### src/rtl/add_seq_pkg.sv
// Shared definitions for add_seq: FSM state encoding and default operand size.
package add_seq_pkg;

    localparam int WORDS_DEFAULT = 4;

    typedef enum logic [1:0] {
        IDLE = 2'd0,
        RUN  = 2'd1,
        DONE = 2'd2
    } state_t;

endpackage

### src/rtl/add_seq_fa8.sv
// fa8: 8-bit combinational slice adder shared by all byte positions of add_seq.
module fa8 (
    input  logic [7:0] a,
    input  logic [7:0] b,
    input  logic       ci,
    output logic [7:0] S,
    output logic       cout
);

    assign {cout, S} = {1'b0, a} + {1'b0, b} + {8'd0, ci};

endmodule

### src/rtl/add_seq.sv
// add_seq: multi-word adder that walks one byte per cycle through a shared fa8.
// Optional subtraction (A + ~B + 1) is enabled by defining ADD_SEQ_SUB_EN.
//
//   state | meaning
//   IDLE  | waiting for start; operands captured on acceptance
//   RUN   | one byte slice added per cycle, idx 0..WORDS-1
//   DONE  | result valid on S/cout, done pulses, back to IDLE
module add_seq
    import add_seq_pkg::*;
#(
    parameter int WORDS = WORDS_DEFAULT
) (
    input  logic               clk,
    input  logic               rst,
    input  logic               start,
    input  logic [8*WORDS-1:0] a,
    input  logic [8*WORDS-1:0] b,
    input  logic               ci,
`ifdef ADD_SEQ_SUB_EN
    input  logic               op,
`endif
    output logic               busy,
    output logic               done,
    output logic [8*WORDS-1:0] S,
    output logic               cout
);

    localparam int            IW       = $clog2(WORDS);
    localparam logic [IW-1:0] LAST_IDX = IW'(WORDS - 1);

    state_t             r_state;
    state_t             w_state_next;
    logic [8*WORDS-1:0] r_a;
    logic [8*WORDS-1:0] r_b;
    logic [8*WORDS-1:0] r_acc;
    logic [8*WORDS-1:0] r_s;
    logic [8*WORDS-1:0] w_acc_next;
    logic [8*WORDS-1:0] w_b_cap;
    logic [IW-1:0]      r_idx;
    logic               r_carry;
    logic               r_cout;
    logic               w_ci_cap;
    logic               w_accept;
    logic               w_last;
    logic [7:0]         w_a_byte;
    logic [7:0]         w_b_byte;
    logic [7:0]         w_sum;
    logic               w_carry;

    assign w_accept = (r_state == IDLE) && start;
    assign w_last   = (r_state == RUN) && (r_idx == LAST_IDX);

`ifdef ADD_SEQ_SUB_EN
    // Subtraction is folded into capture: store ~B and force the initial carry.
    assign w_b_cap  = op ? ~b : b;
    assign w_ci_cap = op ? 1'b1 : ci;
`else
    assign w_b_cap  = b;
    assign w_ci_cap = ci;
`endif

    assign w_a_byte = r_a[8*r_idx +: 8];
    assign w_b_byte = r_b[8*r_idx +: 8];

    fa8 u_fa8 (
        .a    (w_a_byte),
        .b    (w_b_byte),
        .ci   (r_carry),
        .S    (w_sum),
        .cout (w_carry)
    );

    always_comb begin
        w_acc_next              = r_acc;
        w_acc_next[8*r_idx +: 8] = w_sum;
    end

    always_ff @(posedge clk) begin
        if (rst) begin
            r_state <= IDLE;
        end else begin
            r_state <= w_state_next;
        end
    end

    always_comb begin
        w_state_next = r_state;
        busy         = 1'b1;
        done         = 1'b0;
        unique case (r_state)
            IDLE: begin
                busy = 1'b0;
                if (start) w_state_next = RUN;
            end
            RUN: begin
                if (r_idx == LAST_IDX) w_state_next = DONE;
            end
            DONE: begin
                done         = 1'b1;
                w_state_next = IDLE;
            end
            default: begin
                w_state_next = IDLE;
            end
        endcase
    end

    // S/cout load from the merged accumulator on the last slice so they are
    // already valid in the DONE cycle; partial sums never reach S.
    always_ff @(posedge clk) begin
        if (rst) begin
            r_a     <= '0;
            r_b     <= '0;
            r_acc   <= '0;
            r_s     <= '0;
            r_idx   <= '0;
            r_carry <= 1'b0;
            r_cout  <= 1'b0;
        end else if (w_accept) begin
            r_a     <= a;
            r_b     <= w_b_cap;
            r_carry <= w_ci_cap;
            r_idx   <= '0;
        end else if (r_state == RUN) begin
            r_acc   <= w_acc_next;
            r_carry <= w_carry;
            r_idx   <= r_idx + IW'(1);
            if (w_last) begin
                r_s    <= w_acc_next;
                r_cout <= w_carry;
            end
        end
    end

    assign S    = r_s;
    assign cout = r_cout;

endmodule
### config.mk
export PLATFORM = sky130hd
export DESIGN_NAME = add_seq
export DESIGN_NICKNAME = d
export VERILOG_FILES = /design/src/rtl/add_seq_pkg.sv /design/src/rtl/add_seq_fa8.sv /design/src/rtl/add_seq.sv
export SDC_FILE = /design/constraint.sdc
export NUM_CORES = 1
export LEC_CHECK = 0
export CORE_ASPECT_RATIO = 0.5
export CORE_MARGIN = 1.5
export CORE_UTILIZATION = 35
export DETAILED_ROUTE_END_ITERATION = 12
export GPL_TIMING_DRIVEN = 0
export HOLD_SLACK_MARGIN = 0.05
export SYNTH_ARGS = -nofsm -noshare
export SYNTH_HDL_FRONTEND = slang
export SYNTH_SLANG_ARGS = --single-unit
export TNS_END_PERCENT = 30
### constraint.sdc
create_clock -name clk -period 4.56 [get_ports clk]
set_input_delay 0.912 -clock clk [delete_from_list [all_inputs] [get_ports clk]]
set_output_delay 0.912 -clock clk [all_outputs]
set_load 0.005 [all_outputs]
==> flow_summary.toml <==
[logic_synthesis]
synth_edf_count = 0
synth_cells = 665
yosys.cell_types.count = 43
synth-seq-area-share_pct = 46.51
ys.flop_type = "dfxtp_1"
syn_avg_cell_area_um2 = 8.674
async_flop_share_pct = 0
yosys_warnings = 0
synth_nets = 748
syn_area_um2 = 5768
ys_ff_latch = 134

[power]
p_leak_nw = 2.768
sw_frac_of_total_pct = 26.01
clkPwrFrac_pct = 46.5
combPwrFrac_pct = 12.2
p_per_area_nw_per_um2 = 394.0
p_seq_share_pct = 41.2
peakVddDrop_uv = 275.9
internal_power_w = 0.002236
power.switching_w = 0.0007859

[placed_design]
portBuffers = 102
routabilityCongestion = 0.8515
place_hpwl_mm = 12.17
pre_cts_ws_ns = 0.9028

[global_route]
grt_pass1_vias = 5096
grt_pass1_wl_mm = 26.80
grt_usage_pct = 20.22
grt_use_met1_pct = 27.29
grt_start_max_net_pins = 17
top_usage_layer = "met2"
use_met2_pct = 32.04
overflow = 0
antenna_found_initial = 0
grt.met3_usage_pct = 3.682

[cells_and_area]
drive_above_1_share_pct = 9.136
n_antenna_cell = 0
fillerInstances = 1509
final_util_pct = 48.74
final_cell_mix = "nand2_1 (139), dfxtp_1 (134), clkdlybuf4s50_1 (102)"
layout_commonest_cell = "nand2_1"
layout.nets = 869
synthToLayoutAreaGrowth_pct = 32.97

[clocking]
cts_tree = "yes"
ctsResizeCount = 0
clk_pin_slew_ns = 0.06
clk-insertion-delay-late_ns = 0.41
clockBufferDepth = 2
cts_sinks = 134
htreeDepth = 4
post_cts_buffers = 0
cts_made_buffers = 17
cts-root-buf = "clkbuf_16"
holdBufCountCts = 0

[sta]
finalHoldViolCount = 0
worst_slack_ns = 0.7922
finalSetupTns_ns = 0
skew_ns = 0.009828
post-route-min-period_ns = 3.768
max_freq_mhz = 265.4
worst_pin_slew_ns = 0.8304
rsz0062_at_grt = "false"
setup_viol = 0
relSlewSlack_pct = 44.24
slew_viol_final = 0
timing.final.crit_share_pct = 82.63

[drt]
totalWireLength_mm = 16.77
drc = 0
dr.pass1.iters = 5
drt_iter0_drc = 335
viasPerCell = 5.153
final_antenna_net_count = 0
vias = 5256
avgRoutedWirePerCell_um = 16.44

[run_status]
run_status = "complete, no violations"

[worst_setup_path]
crit_path_max_fanout = 10
crit_arrival_ns = 4.03
crit_path_end_kind = "register"
start_kind = "register"
path_class = "register to register"
crit_required_ns = 4.82

[min_path]
hp-class = "register to register"

[floorplanning]
die-height_um = 93.78
core-area_um2 = 15740
pin_count = 103
rows = 32
initial_core_util_pct = 36.66
die-width_um = 184.6
dieArea_um2 = 17310

[flow_run]
max_cap_violations = 0
[power groups by stage]
stage | sequential (W) | clock, W | combinational, W
2_1_floorplan | 0.00126 | 0 | 0.000223
3_3_place_gp | 0.00127 | 0 | 0.000364
3_5_place_dp | 0.00127 | 0 | 0.000367
4_1_cts | 0.00124 | 0.00142 | 0.000369
5_1_grt | 0.00125 | 0.00147 | 0.000403
6_report | 0.00125 | 0.00141 | 0.000370
[sequential cells by signal, indices dropped and copies added, names as in the netlist]
| name | count |
|---|---|
| S | 32 |
| cout | 1 |
| r_a | 32 |
| r_acc | 32 |
| r_b | 32 |
| r_carry | 1 |
| r_idx | 2 |
| r_state | 2 |
[per-stage QoR]
stage                     instances  area [µm²]  power [W]  hold slack, ns
after floorplan                 665        5768   0.001485          0.4331
after detailed placement        988        7066   0.001638          0.4435
final                          1020        7670   0.003022          0.4532
after global routing           1020        7670   0.003128          0.4699
after global placement          988        7066   0.001632          0.4398
after CTS                      1020        7670   0.003037          0.4523
[final cells by class]
cell class	instances	area (µm²)	area share, %
sequential	134	2683	34.98
buffer	48	198.9	2.594
timing repair buffer	102	1021	13.31
inverter	11	41.29	0.5383
tap	221	276.5	3.605
clock inverter	15	178.9	2.333
multi-input combinational	472	2845	37.10
clock buffer	17	425.4	5.546
[critical path, cell delays in order, from the launching register on]
cell and delay (ns):
dfxtp_1 0.40, clkbuf_1 0.46, clkbuf_1 0.54, mux4_2 0.44
ha_1 0.29, a211oi_1 0.36, o21ai_2 0.18, o311ai_2 0.73
o21ai_0 0.21
[cells in the mapped netlist (all sizes together) (3+ instances only)]
cell type	instances	area, µm²
a22oi	21	157.7
nand3b	9	67.56
nor2b	5	31.28
inv	11	41.29
o21ai	13	68.81
a21oi	83	415.4
xnor2	3	26.28
a221oi	13	113.9
nor2	73	274.0
clkbuf	26	97.59
ha	13	162.7
nand4	3	18.77
dfxtp	134	2683
nor3	15	75.07
nand3	4	20.02
a21o	4	30.03
a211o	4	35.03
or3	5	31.28
a211oi	29	217.7
buf	22	101.4
nand2	139	521.8
mux4	16	360.4
[routing by layer]
| layer | vias to the layer above | part of all wire, % |
|---|---|---|
| met2 | 126 | 46 |
| met5 | - | 0 |
| met1 | 2526 | 48 |
| met4 | 0 | 1.8 |
| li1 | 2580 | - |
| met3 | 24 | 4.4 |
[cell families (layout without fill, tap and decap cells)]
family,Yosys count,in the layout,synth area share [%]
AOI/OAI and AO/OA,176,176,19.50
xor gates and xnor gates,4,4,0.7377
adders and majority gates,15,15,3.514
buffers and inverters,59,193,4.165
DFF,134,134,46.51
muxes,16,16,6.247
and+or+nand+nor,261,261,19.33
[worst paths after layout]
path	startpoint	end	slack, ns	cells after the start
max	r_idx[1]	r_acc[23]	0.79	8
min	r_a[17]	r_a[17]	0.45	2
max reg2reg	r_idx[1]	r_acc[23]	0.79	8
min reg2reg	r_a[17]	r_a[17]	0.45	2
(Power assumes the default switching activity.)
